## config.mk

```make
export PLATFORM = sky130hd
export DESIGN_NAME = fog_sq_demod_flat
export DESIGN_NICKNAME = d
export VERILOG_FILES = /design/src/rtl/fog_sq_demod_if.sv /design/src/rtl/fog_sq_demod.sv /design/src/flat_wrapper.sv
export SDC_FILE = /design/constraint.sdc
export NUM_CORES = 1
export LEC_CHECK = 0
export CORE_MARGIN = 4
export CORE_UTILIZATION = 45
export DETAILED_ROUTE_END_ITERATION = 8
export HOLD_SLACK_MARGIN = 0.05
export PLACE_DENSITY_LB_ADDON = 0.15
export SYNTH_ARGS = -nofsm -noshare
export SYNTH_HDL_FRONTEND = slang
export SYNTH_SLANG_ARGS = --single-unit
```

## constraint.sdc

```tcl
create_clock -name i_clk -period 4.57 [get_ports i_clk]
set_input_delay 1.1425 -clock i_clk [delete_from_list [all_inputs] [get_ports i_clk]]
set_output_delay 1.1425 -clock i_clk [all_outputs]
set_load 0.01 [all_outputs]
```

## src/rtl/fog_sq_demod_if.sv

```systemverilog
// Sample/strobe bus between the modulation chain and the square-wave demodulator.
// The master side drives phase, step trigger and ADC sample; the slave returns the error.
interface fog_sq_demod_if #(
  parameter int ADC_BIT = 14,
  parameter int ACC_BIT = 32
);
  logic                      i_status;
  logic                      i_step_trig;
  logic signed [ADC_BIT-1:0] i_adc;
  logic signed [ACC_BIT-1:0] o_err;
  logic                      o_err_vld;

  modport master (
    output i_status, i_step_trig, i_adc,
    input  o_err, o_err_vld
  );

  modport slave (
    input  i_status, i_step_trig, i_adc,
    output o_err, o_err_vld
  );
endinterface

```

## src/rtl/fog_sq_demod.sv

```systemverilog
// Square-wave synchronous demodulator: settles after each phase step, integrates HIGH and
// LOW halves separately over 2^avg_sel periods and emits the saturated difference.
module fog_sq_demod #(
  parameter int ADC_BIT = 14,
  parameter int ACC_BIT = 32
) (
  input  logic                 i_clk,
  input  logic                 i_rst_n,
  fog_sq_demod_if.slave        bus,
  input  logic [15:0]          i_wait_cnt,
  input  logic [2:0]           i_avg_sel,
  input  logic                 i_polarity,
  output logic [1:0]           o_state
);

  typedef enum logic [1:0] {
    IDLE = 2'd0,
    WAIT = 2'd1,
    ACC  = 2'd2
  } state_t;

  state_t                    state;
  logic                      phase;
  logic [15:0]               wait_ctr;
  logic [7:0]                period_cnt;
  logic [2:0]                avg_sel_r;
  logic                      pol_r;
  logic signed [ACC_BIT-1:0] sum_h;
  logic signed [ACC_BIT-1:0] sum_l;
  logic signed [ACC_BIT-1:0] err_p1;
  logic                      vld_p1;
  logic signed [ACC_BIT-1:0] adc_ext;
  logic                      last_period;

  // Difference is formed one bit wider so neither the subtraction nor the negation can wrap.
  function automatic logic signed [ACC_BIT-1:0] sat_err(
    input logic signed [ACC_BIT-1:0] h,
    input logic signed [ACC_BIT-1:0] l,
    input logic                      neg
  );
    logic signed [ACC_BIT:0] d;
    d = {h[ACC_BIT-1], h} - {l[ACC_BIT-1], l};
    if (neg) d = -d;
    if (d[ACC_BIT] != d[ACC_BIT-1])
      return d[ACC_BIT] ? {1'b1, {(ACC_BIT-1){1'b0}}} : {1'b0, {(ACC_BIT-1){1'b1}}};
    return d[ACC_BIT-1:0];
  endfunction

  assign adc_ext     = {{(ACC_BIT-ADC_BIT){bus.i_adc[ADC_BIT-1]}}, bus.i_adc};
  assign last_period = (period_cnt == ((8'd1 << avg_sel_r) - 8'd1));

  always_ff @(posedge i_clk or negedge i_rst_n) begin
    if (!i_rst_n) begin
      state      <= IDLE;
      phase      <= 1'b0;
      wait_ctr   <= '0;
      period_cnt <= '0;
      avg_sel_r  <= '0;
      pol_r      <= 1'b0;
      sum_h      <= '0;
      sum_l      <= '0;
      err_p1     <= '0;
      vld_p1     <= 1'b0;
    end else begin
      vld_p1 <= 1'b0;
      if (bus.i_step_trig) begin
        if (state == IDLE) begin
          if (!bus.i_status) begin
            sum_h      <= '0;
            sum_l      <= '0;
            period_cnt <= '0;
            phase      <= 1'b0;
            wait_ctr   <= i_wait_cnt;
            avg_sel_r  <= i_avg_sel;
            pol_r      <= i_polarity;
            state      <= WAIT;
          end
        end else if (bus.i_status == phase) begin
          // A step without a phase change means we lost lock to the generator.
          sum_h      <= '0;
          sum_l      <= '0;
          period_cnt <= '0;
          state      <= IDLE;
        end else begin
          phase    <= bus.i_status;
          wait_ctr <= i_wait_cnt;
          state    <= WAIT;
          if (phase && !bus.i_status) begin
            if (last_period) begin
              err_p1     <= sat_err(sum_h, sum_l, pol_r);
              vld_p1     <= 1'b1;
              sum_h      <= '0;
              sum_l      <= '0;
              period_cnt <= '0;
              avg_sel_r  <= i_avg_sel;
              pol_r      <= i_polarity;
            end else begin
              period_cnt <= period_cnt + 8'd1;
            end
          end
        end
      end else begin
        case (state)
          WAIT: begin
            if (wait_ctr != 16'd0) begin
              wait_ctr <= wait_ctr - 16'd1;
            end else begin
              state <= ACC;
              if (phase) sum_h <= sum_h + adc_ext;
              else       sum_l <= sum_l + adc_ext;
            end
          end
          ACC: begin
            if (phase) sum_h <= sum_h + adc_ext;
            else       sum_l <= sum_l + adc_ext;
          end
          default: ;
        endcase
      end
    end
  end

  // Output stage p1
  assign bus.o_err     = err_p1;
  assign bus.o_err_vld = vld_p1;
  assign o_state       = state;

endmodule

```

## src/flat_wrapper.sv

```systemverilog
// flat-port wrapper written by rule: the top's interface ports become plain ports
module fog_sq_demod_flat 
#(
  parameter int ADC_BIT = 14,
  parameter int ACC_BIT = 32
)
  (i_clk, i_rst_n, i_wait_cnt, i_avg_sel, i_polarity, o_state, bus_i_status, bus_i_step_trig, bus_i_adc, bus_o_err, bus_o_err_vld);
  fog_sq_demod_if #(.ADC_BIT(ADC_BIT), .ACC_BIT(ACC_BIT)) bus_i ();
  input  logic i_clk;
  input  logic i_rst_n;
  input  logic [15:0] i_wait_cnt;
  input  logic [2:0] i_avg_sel;
  input  logic i_polarity;
  output logic [1:0] o_state;
  input wire logic [$bits(bus_i.i_status)-1:0] bus_i_status;
  input wire logic [$bits(bus_i.i_step_trig)-1:0] bus_i_step_trig;
  input wire logic [$bits(bus_i.i_adc)-1:0] bus_i_adc;
  output wire logic [$bits(bus_i.o_err)-1:0] bus_o_err;
  output wire logic [$bits(bus_i.o_err_vld)-1:0] bus_o_err_vld;
  assign bus_i.i_status = bus_i_status;
  assign bus_i.i_step_trig = bus_i_step_trig;
  assign bus_i.i_adc = bus_i_adc;
  assign bus_o_err = bus_i.o_err;
  assign bus_o_err_vld = bus_i.o_err_vld;
  fog_sq_demod #(.ADC_BIT(ADC_BIT), .ACC_BIT(ACC_BIT)) u_core (.i_clk(i_clk), .i_rst_n(i_rst_n), .bus(bus_i), .i_wait_cnt(i_wait_cnt), .i_avg_sel(i_avg_sel), .i_polarity(i_polarity), .o_state(o_state));
endmodule
```

==> impl_results.md, run 1 <==
* Worst Path Required at ~5 ns
* ANT nets after route at 0
* Class of the worst hold path: flop to flop
* Placed cell count at approximately 1,900
* Hold endpoint: u_core.bus.o_err[2]
* Vias per cell at 5.659
* Mapped cell area at 0.01185 mm^2
* Iteration count of the initial detailed-routing pass at 5
* Final Cycle Share at 94.34%
* WHS Path Cells at 2
* Hold Vio Cnt, Final at 0
* Core box area at between 0.02 and 0.03 mm^2
* Mapped Cells at ~1,500
* Vias in the first global route at 10,020
* Rows at just under 60
* Slew Limit Fails at 0
* Clock-pin slew on the worst setup and hold paths at 0.06 ns
* Setup TNS at 0 ns
* Status: complete, no violations
* GRT Util Overall at 20.30%
* Final WL at 29,360 um
* Clk buf depth at 2
* First-pass GRT wire length at 49,310 um
* Largest net degree at the start of global routing at 96
* Reg2Reg Depth at 19
* Initial antenna violation count at 0
* Max Cap Violations at 0
* Die W at between 150 and 200 um
* Dpl ws at -0.3443 ns
* Nets at 1,695
* Number of enable flip-flop cells after synthesis at 0
* Clock Sinks at between 100 and 150
* Endpoint type of the worst setup path: flop
* Async SR Flop Fraction at between 90% and 100%
* Relative slew slack at 39.59%
* Worst-path fanout max at 4
* Least-Margin Pin Slew at between 0.9 and 1 ns
* H-tree Lvls at 4
* Clock root buffer: clkbuf_16
* DP HPWL at 22,330 um
* Cts bufs inserted at 17
* Die Height at 170.2 um
* Final Non-Filler Cells at 1,901
* Final worst setup slack at around 0.26 ns
* Post-synthesis cell type count at ~80
* Via count at 10,760
* Min-delay src: u_core.bus.o_err[2]
* GP Congestion at around 0.89
* Critical R2R Launch: u_core.sum_h[0]
* CTS tree: built
* Clock skew at 0.01600 ns
* Hold_buf cts at 0
* ANT cells at 0
* Synthesized area per cell at 8.158 um^2
* Avg WL per Cell at 15.44 um
* # DRC at 0
* Layout cells sized above 1 at 11.24%
* RSZ-0062 raised after global routing: false
* Most frequent cells in the layout: nand2_1, a21oi_1, dfrtp_1
* Top_reg_cell synth: dfrtp_1
* Hold_ws at 0.4814 ns
* Num ports at 73
* Crit Path Class: input pin to flop
* R2R Path End: u_core.bus.o_err[15]
* Syn_nets at 1,594
* Period minus WS final at 4.311 ns
* Signal arrival time at the worst endpoint at 4.63 ns
* Latest clock arrival within the worst-skew pair at 0.43 ns
* IO Port Bufs at between 70 and 80
* Number of DRC markers in iteration 0 at 743
* Die Area at 0.02898 mm^2
* GRT Residual Overflow at 0
* Layout area overhead at 19.10%
* Startpoint Class: input pin
* FMAX at roughly 230 MHz
* Most common cell after layout, fill and taps aside: nand2_1
* Initial Util at 45.58%
* Reg-to-reg slack, setup at 0.28 ns
* FILL cells at 2,424
* Yosys warning count at 0
* Final setup fails at 0
* Register area share after synthesis at 27.04%
* #FFs+latches synth at 128
==> repair_timing <==
action | 4_1_cts | 5_1_grt
endpoints found under the setup margin | 0 | 34
buffers inserted | 0 | 2
resized for setup | 0 | 21
==> metrics by stage <==
| step | utilization (%) | cell area (um^2) |
|---|---|---|
| after floorplan | - | 11850 |
| after global placement | 51.40 | 13360 |
| after detailed placement | 51.40 | 13360 |
| after CTS | 53.77 | 13970 |
| after global routing | 54.29 | 14110 |
| final | 54.29 | 14110 |
==> layer usage <==
| layer | share of wire [%] | up-vias | global-route usage, % |
|---|---|---|---|
| met3 | 3.1 | 18 | 2.857 |
| met1 | 53 | 5020 | 30.35 |
| met2 | 44 | 157 | 31.48 |
| met5 | 0 | - | 0 |
| li1 | - | 5563 | - |
| met4 | 0.78 | 0 | 3.924 |
==> how the worst max path moves through the flow <==
stage / startpoint / endpoint / slack [ns] / cells after the start
after CTS: bus_i_adc[0] / u_core.sum_l[30] / 0.08 / 16
final: bus_i_adc[0] / u_core.sum_l[30] / 0.26 / 16
after global placement: bus_i_adc[0] / u_core.sum_l[30] / -0.39 / 16
after global routing: u_core.sum_l[10] / u_core.bus.o_err[15] / 0.006 / 18
after floorplan: bus_i_adc[0] / u_core.sum_l[30] / 0.40 / 14
after detailed placement: bus_i_adc[0] / u_core.sum_l[30] / -0.34 / 16
==> cell families after synthesis <==
logic type / after synthesis / synth area share [%]
buffers and inverters: 128 / 4.331
adders and majority gates: 104 / 11.18
xor gates and xnor gates: 112 / 8.440
AOI/OAI and AO/OA: 526 / 29.94
muxes: 5 / 0.4436
DFF: 128 / 27.04
and+or+nand+nor: 449 / 18.63
==> synthesized netlist by cell type, types with 23 or more instances <==
cell type  count  area (um^2)
or3_1         23        143.9
dfrtp_1      128         3203
a21o_1        37        277.8
a22o_1        23        201.4
nor2_1        90        337.8
o31ai_1       41        307.8
inv_1         62        232.7
clkbuf_1      54        202.7
xnor2_1       69        604.3
ha_1         101         1264
nor3_1        41        205.2
nand2_1      162        608.1
xor2_1        42        367.9
a21oi_1      132        660.6
o21a_1        26        195.2
o21ai_0      106        530.5
==> worst max-delay path: stages <==
cell and delay (ns):
clkdlybuf4s50_1 0.44, ha_1 0.25, fa_1 0.41, a21o_1 0.20, a21o_1 0.22, a211oi_2 0.22
buf_4 0.14, o21bai_1 0.09, a21o_1 0.21, a211oi_1 0.21, o21ai_0 0.16, a21oi_1 0.20
o21bai_1 0.14, o41ai_2 0.29, xnor2_1 0.11, a22o_1 0.20
==> cell type report <==
| type | count | area (um^2) | area share (%) |
|---|---|---|---|
| multi-input combinational | 1196 | 8270 | 58.63 |
| inverter | 63 | 236.5 | 1.676 |
| tap | 335 | 419.2 | 2.971 |
| clock inverter | 14 | 178.9 | 1.268 |
| sequential | 128 | 3203 | 22.71 |
| timing repair buffer | 147 | 1360 | 9.641 |
| clock buffer | 18 | 439.2 | 3.113 |
==> state kept, by name, indices dropped and copies added, names as in the netlist <==
register              cells
u_core.avg_sel_r          3
u_core.bus.o_err         32
u_core.bus.o_err_vld      1
u_core.o_state            2
u_core.period_cnt         8
u_core.phase              1
u_core.pol_r              1
u_core.sum_h             32
u_core.sum_l             32
u_core.wait_ctr          16
Power of run 1 is left out: the tool's default activity adds up to more than one toggle a clock period on the data nets, which glitch-free logic cannot reach.
==> run 2: changes to the inputs <==
- ABC_AREA: not set -> 1
- clock period: 4.57 -> 4.7 ns (I/O delays scaled with it)
==> run 2 against run 1 <==
Net effect:
- non-clock buffer count down 64
- synthesized area up 3.7%
- die area up 3.6%
- first-iteration DRC count down 17%
- cell area down 0.95%
- register-to-register slack better by 0.71 ns
- global-route usage up 1.9 points
- highest routed layer unchanged
- critical path depth down 2
- sequential cell count unchanged
==> impl_results.md, run 2 <==
* Crit Path Class: input pin to flop (unchanged)
* Slew Limit Fails at 0 (unchanged)
* Via count at 12,000 (was 10,760)
* Hold Vio Cnt, Final at 0 (unchanged)
* Die W at 173.2 um (was 170.2 um)
* Vias in the first global route at 11,310 (was 10,020)
* Clock-pin slew on the worst setup and hold paths at 0.07 ns (was 0.06 ns)
* Synthesized area per cell at 6.478 um^2 (was 8.158 um^2)
* FMAX at roughly 250 MHz
* FILL cells at 2,704 (was 2,424)
* ANT nets after route at 0 (unchanged)
* Endpoint type of the worst setup path: flop (unchanged)
* Total Power at 10.01 mW
* Cell internal pwr at 4.530 mW
* Post-synthesis cell type count at 52 (was 82)
* Class of the worst hold path: flop to flop (unchanged)
* Top_reg_cell synth: dfrtp_1 (unchanged)
* GP Congestion at 0.9106 (was 0.8852)
* Power share of the sequential group at 17.3%
* # DRC at 0 (unchanged)
* Largest net degree at the start of global routing at 89 (was 96)
* Mapped cell area at 0.01229 mm^2 (was 0.01185 mm^2)
* Initial Util at 45.72% (was 45.58%)
* Vias per cell at 5.168 (was 5.659)
* Clock Sinks at 128 (unchanged)
* Latest clock arrival within the worst-skew pair at 0.43 ns (about the same)
* Layout cells sized above 1 at 5.300% (was 11.24%)
* Signal arrival time at the worst endpoint at 4.29 ns (was 4.63 ns)
* Setup TNS at 0 ns (unchanged)
* Number of DRC markers in iteration 0 at 614 (was 743)
* Initial antenna violation count at 0 (unchanged)
* Num ports at 73 (unchanged)
* Clk buf depth at 2 (unchanged)
* VDD IR max at about 270 uV
* Least-Margin Pin Slew at 0.8565 ns (was 0.9062 ns)
* RSZ-0062 raised after global routing: false (unchanged)
* Most common cell in the netlist: nand2_1 (unchanged)
* CTS tree: built (unchanged)
* H-tree Lvls at 4 (unchanged)
* Final WL at 33,280 um (was 29,360 um)
* Most common cell after layout, fill and taps aside: nand2_1 (unchanged)
* P per Cell Area at approximately 720 mW/mm^2
* Most frequent CP cell: inv_1 (was a21o_1)
* Die Area at 0.03001 mm^2 (was 0.02898 mm^2)
* Design Area, Final at 0.01397 mm^2 (was 0.01411 mm^2)
* Cts bufs inserted at 17 (unchanged)
* Worst-path fanout max at 31 (was 4)
* GRT Util Overall at 22.18% (was 20.30%)
* Post-CTS sizing at 0 (unchanged)
* Max incr delay on CP at 0.74 ns (was 0.44 ns)
* Mapped Cells at 1,897 (was 1,452)
* Most frequent cells in the layout: nand2_1, inv_1, nor2_1 (was nand2_1, a21oi_1, dfrtp_1)
* Final setup fails at 0 (unchanged)
* Register area share after synthesis at 26.07% (was 27.04%)
* Period minus WS final at 3.960 ns
* Post-CTS Setup Bufs at 0 (unchanged)
* Crit path buf inv count at 5 (was 2)
* Async SR Flop Fraction at 100.0% (unchanged)
* Crit path max-delay family: buffers and inverters (was compound AO/OA/AOI/OAI gates)
* Die Height at 173.2 um (was 170.2 um)
* Clock Power Share at 14.1%
* Iteration count of the initial detailed-routing pass at 5 (unchanged)
* Layout area overhead at 13.72% (was 19.10%)
* Nets at 2,110 (was 1,695)
* GRT Residual Overflow at 0 (unchanged)
* Hold_buf cts at 0 (unchanged)
* First-pass GRT wire length at 55,600 um (was 49,310 um)
* Final Non-Filler Cells at 2,322 (was 1,901)
* Top post-synthesis cells by area: dfrtp_1, nand2_1, ha_1, inv_1, nor2_1 (was dfrtp_1, ha_1, a21oi_1, nand2_1, xnor2_1)
* Syn_nets at 2,039 (was 1,594)
* #FFs+latches synth at 128 (unchanged)
* Clock skew at 0.01694 ns (was 0.01600 ns)
* Core box area at 0.02688 mm^2 (was 0.02598 mm^2)
* Worst Path Required at 5.03 ns (was 4.89 ns)
* Max Cap Violations at 0 (unchanged)
* Top cell type by total area after synthesis: dfrtp_1 (unchanged)
* DP HPWL at 26,330 um (was 22,330 um)
* Status: complete, no violations (unchanged)
* Yosys warning count at 0 (unchanged)
* Switching pwr at between 5 and 6 mW
* Number of enable flip-flop cells after synthesis at 0 (unchanged)
* Dpl ws at 0.3012 ns (was -0.3443 ns)
* Relative slew slack at 42.90% (was 39.59%)
* Crit-path slowest cell: clkdlybuf4s50_1 (unchanged)
* Placed cell count at 2,290 (was 1,866)
* IO Port Bufs at 72 (unchanged)
* Critical Path, Cell by Cell: clkdlybuf4s50_1 > buf_4 > ha_1 > inv_1 > o21bai_1 > nor2_1 > o21ai_0 > a21oi_1 > inv_1 > a21oi_1 > nor2_1 > o21ai_0 > inv_1 > o31ai_1 (was clkdlybuf4s50_1 > ha_1 > fa_1 > a21o_1 > a21o_1 > a211oi_2 > buf_4 > o21bai_1 > a21o_1 > a211oi_1 > o21ai_0 > a21oi_1 > o21bai_1 > o41ai_2 > xnor2_1 > a22o_1)
* Comb pwr share at 68.7%
* Top-area cell type share of the netlist area at 26.07% (was 27.04%)
* Startpoint Class: input pin (unchanged)
* Clock root buffer: clkbuf_16 (unchanged)
* Pleak at ~7.4 nW
* Net Sw Frac at 54.76%
* Top cells by count, synth: nand2_1, inv_1, nor2_1 (was nand2_1, a21oi_1, dfrtp_1)
* Final worst setup slack at 0.7403 ns (was 0.2586 ns)
* Avg WL per Cell at 14.33 um (was 15.44 um)
* ANT cells at 0 (unchanged)
* Rows at 60 (was 59)
* Final Cycle Share at about 84%
* Post-DP Area at 0.01338 mm^2 (was 0.01336 mm^2)
-- run 2: worst min-delay path, stage by stage, from the launching register on --
cell     delay, ns
dfrtp_1       0.34
o21ai_1       0.07
nand2_1       0.05
-- run 2: power by group through the flow --
stage / clock network [mW] / registers [mW] / logic, mW
floorplan: 0 / 1.60 / 5.42
global placement: 0 / 1.73 / 6.70
detailed placement: 0 / 1.73 / 6.80
CTS: 1.44 / 1.72 / 6.84
global route: 1.48 / 1.76 / 7.91
finish: 1.41 / 1.73 / 6.88
-- run 2: stage by stage --
stage / utilization, % / hold slack, ns
after CTS: 51.99 / 0.5000
after global placement: 49.77 / 0.4758
after floorplan: - / 0.4675
after detailed placement: 49.77 / 0.4807
after global routing: 51.99 / 0.5211
final: 51.99 / 0.4962
-- run 2: area by class of cell --
type | count | area (um^2) | area share (%)
Clock inverter | 14 | 168.9 | 1.209
Inverter | 305 | 1145 | 8.193
Clock buffer | 18 | 429.2 | 3.071
Sequential cell | 128 | 3203 | 22.92
Timing Repair Buffer | 83 | 804.5 | 5.758
Multi-Input combinational cell | 1433 | 7796 | 55.79
Tap cell | 341 | 426.7 | 3.053
-- run 2: path summary, 6_finish.rpt --
kind / startpoint / to / slack, ns / cells after the start
max: bus_i_adc[13] / u_core.sum_h[20] / 0.74 / 14
min reg2reg: u_core.bus.o_err[27] / u_core.bus.o_err[27] / 0.50 / 2
min in group asynchronous: i_rst_n / u_core.bus.o_err[3] / 0.81 / 1
max in group asynchronous: i_rst_n / u_core.sum_h[17] / 3.06 / 2
min: u_core.bus.o_err[27] / u_core.bus.o_err[27] / 0.50 / 2
max reg2reg: u_core.sum_h[0] / u_core.bus.o_err[22] / 0.99 / 23
-- run 2: per-layer routing --
| metal | vias to the layer above | track usage (%) | routed length [um] |
|---|---|---|---|
| li1 | 6287 | - | - |
| met1 | 5437 | 31.45 | 16590 |
| met2 | 244 | 36.16 | 14740 |
| met3 | 33 | 3.272 | 1450 |
| met4 | 0 | 4.722 | 500 |
| met5 | - | 0 | 0 |
-- run 2: cell families after synthesis --
family                     after synthesis  synth area share (%)
xor gates and xnor gates                77                 5.488
AOI/OAI and AO/OA                      361                 17.29
buffers and inverters                  336                 10.53
adders and majority gates              104                 10.77
DFF                                    128                 26.07
and+or+nand+nor                        891                 29.85
Power figures use the tool's default switching activity.
==> run 3: changes to the inputs <==
- clock period: 4.7 -> 3.8 ns (I/O delays scaled with it)
==> run 3 against run 2 <==
Net effect:
- critical path depth decreased by 2
- die area is the same
- cell area up 2.1%
- register-to-register slack got worse by 0.65 ns
- power rose by 24%
- sequential cell count did not move
- global-route usage down 0.25 points
- clock skew is 0.0039 ns lower
- setup slack got worse by 0.42 ns
- highest routed layer unchanged
==> impl_results.md, run 3 (same netlist as run 2, synthesis figures left out) <==
* Critical path launch point: bus_i_adc[2] (was bus_i_adc[13])
* Most frequent CP cell: a21boi_0 (was inv_1)
* Max Cap Violations at 0 (unchanged)
* R2R Path End: u_core.bus.o_err[2] (was u_core.bus.o_err[22])
* FMAX at ~290 MHz
* Avg WL per Cell at 13.93 um (was 14.33 um)
* Latest clock arrival within the worst-skew pair at 0.43 ns (about the same)
* Relative slew slack at 54.90% (was 42.90%)
* Slew Limit Fails at 0 (unchanged)
* Crit-path slowest cell: clkdlybuf4s50_1 (unchanged)
* ANT nets after route at 0 (unchanged)
* Reg2Reg Depth at 21 (was 23)
* VDD IR max at 359.0 uV (was 274.1 uV)
* Nets at 2,146 (was 2,110)
* Die Area at 0.03001 mm^2 (unchanged)
* Class of the worst hold path: input pin to asynchronous set/reset pin (was flop to flop)
* Clock root buffer: clkbuf_16 (unchanged)
* Dpl ws at -0.1116 ns (was 0.3012 ns)
* GRT Residual Overflow at 0 (unchanged)
* Most common cell after layout, fill and taps aside: nand2_1 (unchanged)
* Most frequent cells in the layout: nand2_1, inv_1, nor2_1 (unchanged)
* Initial Util at 45.72% (unchanged)
* Die W at 173.2 um (unchanged)
* Reg-to-reg slack, setup at 0.34 ns (was 0.99 ns)
* Clock skew at 0.01309 ns (was 0.01694 ns)
* Final Util at 53.09% (was 51.99%)
* H-tree Lvls at 4 (unchanged)
* Clock-pin slew on the worst setup and hold paths at 0.07 ns (about the same)
* Initial antenna violation count at 0 (unchanged)
* First-pass GRT wire length at 55,280 um (was 55,600 um)
* IO Port Bufs at 72 (unchanged)
* Final worst setup slack at 0.3166 ns (was 0.7403 ns)
* Rows at 60 (unchanged)
* Layout area overhead at 16.12% (was 13.72%)
* Final Cycle Share at 91.67%
* Total Power at 12.44 mW (was 10.01 mW)
* Core box area at 0.02688 mm^2 (unchanged)
* GRT Util Overall at 21.93% (was 22.18%)
* Vias in the first global route at 11,400 (was 11,310)
* Critical Path, Cell by Cell: clkdlybuf4s50_1 > ha_1 > a21oi_1 > nand2_1 > a21boi_0 > o21ai_1 > a21boi_0 > o21ai_1 > a21boi_0 > buf_4 > xor2_1 > o31ai_1 (was clkdlybuf4s50_1 > buf_4 > ha_1 > inv_1 > o21bai_1 > nor2_1 > o21ai_0 > a21oi_1 > inv_1 > a21oi_1 > nor2_1 > o21ai_0 > inv_1 > o31ai_1)
* Setup TNS at 0 ns (unchanged)
* Max incr delay on CP at 0.45 ns (was 0.74 ns)
* Status: complete, no violations (unchanged)
* CTS tree: built (unchanged)
* P per Cell Area at 871.5 mW/mm^2 (was 716.6 mW/mm^2)
* # DRC at 0 (unchanged)
* Num ports at 73 (unchanged)
* RSZ-0062 raised after global routing: false (unchanged)
* Hold Vio Cnt, Final at 0 (unchanged)
* Period minus WS final at 3.483 ns
* Final WL at 32,830 um (was 33,280 um)
* Clock Sinks at 128 (unchanged)
* Worst setup endpoint: u_core.sum_h[19] (was u_core.sum_h[20])
* Die Height at 173.2 um (unchanged)
* Layout cells sized above 1 at 7.044% (was 5.300%)
* Hold_buf cts at 0 (unchanged)
* Startpoint Class: input pin (unchanged)
* DP HPWL at 26,310 um (was 26,330 um)
* Worst Path Required at 4.13 ns (was 5.03 ns)
* Cts bufs inserted at 17 (unchanged)
* Least-Margin Pin Slew at 0.6765 ns (was 0.8565 ns)
* Critical R2R Launch: u_core.sum_h[0] (unchanged)
* Crit Path Class: input pin to flop (unchanged)
* Number of DRC markers in iteration 0 at 636 (was 614)
* Pleak at 7.562 nW (was 7.399 nW)
* Signal arrival time at the worst endpoint at 3.81 ns (was 4.29 ns)
* Clk buf depth at 2 (unchanged)
* GP Congestion at 0.9210 (was 0.9106)
* Hold_ws at 0.4537 ns (was 0.4962 ns)
* Largest net degree at the start of global routing at 51 (was 89)
* Via count at 12,170 (was 12,000)
* ANT cells at 0 (unchanged)
* Worst-path fanout max at 4 (was 31)
* Iteration count of the initial detailed-routing pass at 5 (unchanged)
* Final setup fails at 0 (unchanged)
* Endpoint type of the worst setup path: flop (unchanged)
* Vias per cell at 5.162 (was 5.168)
[run 3: cell types whose count changed in the layout (fill, tap and decap cells not counted)]
cell        delta
buf_4         +31
buf_12         +4
clkinvlp_4     +2
nor2_4         +2
bufinv_16      -1
clkinv_2       +1
clkinv_4       -1
fa_1           -1
fa_2           +1
inv_6          -1
inv_8          -1
nor2_1         -1
[run 3: through the flow]
stage / instance area, um^2 / std cells
3_5_place_dp: 13660 / 2323
4_1_cts: 14220 / 2354
2_1_floorplan: 12290 / 1897
6_report: 14270 / 2357
5_1_grt: 14270 / 2357
3_3_place_gp: 13660 / 2323
[run 3: worst min path at each step]
stage | endpoint | slack (ns)
after floorplan | u_core.sum_h[0] | 0.47
after global placement | u_core.bus.o_err[30] | 0.48
after detailed placement | u_core.bus.o_err[30] | 0.48
after CTS | u_core.period_cnt[5] | 0.48
after global routing | u_core.period_cnt[6] | 0.50
final | u_core.period_cnt[5] | 0.45
[run 3: cell type report]
cell class / count / area (um^2)
clock buffers: 18 / 429.2
flip-flops and latches: 128 / 3203
clock inverters: 13 / 130.1
repair buffers: 118 / 1117
fillers: 2702 / 12610
multi-input cells: 1434 / 7818
well taps: 341 / 426.7
inverters: 305 / 1145
[run 3: metal layers]
metal	global-route usage [%]	up-vias	share of wire, %
li1	-	6362	-
met1	31.11	5534	50
met2	36.16	239	45
met3	2.530	32	4.1
met4	4.922	0	1.3
met5	0	-	0
[run 3: where the power goes]
group          internal, mW  switching, mW  leakage (nW)  total [mW]
combinational          3.07           5.62          5.61        8.69
sequential             1.73          0.394          1.69        2.13
clock                 0.911          0.711         0.266        1.62
[run 3: what timing repair did]
action / CTS / global route
setup buffers: 0 / 2
setup endpoints to repair: 0 / 28
gates resized for setup: 0 / 4
[run 3: worst max-delay path, delay by kind of cell]
| family | cells | cell delay [ns] |
|---|---|---|
| buffers and inverters | 2 | 0.61 |
| and+or+nand+nor | 1 | 0.09 |
| xor gates and xnor gates | 1 | 0.05 |
| adders and majority gates | 1 | 0.36 |
| AOI/OAI and AO/OA | 7 | 1.75 |
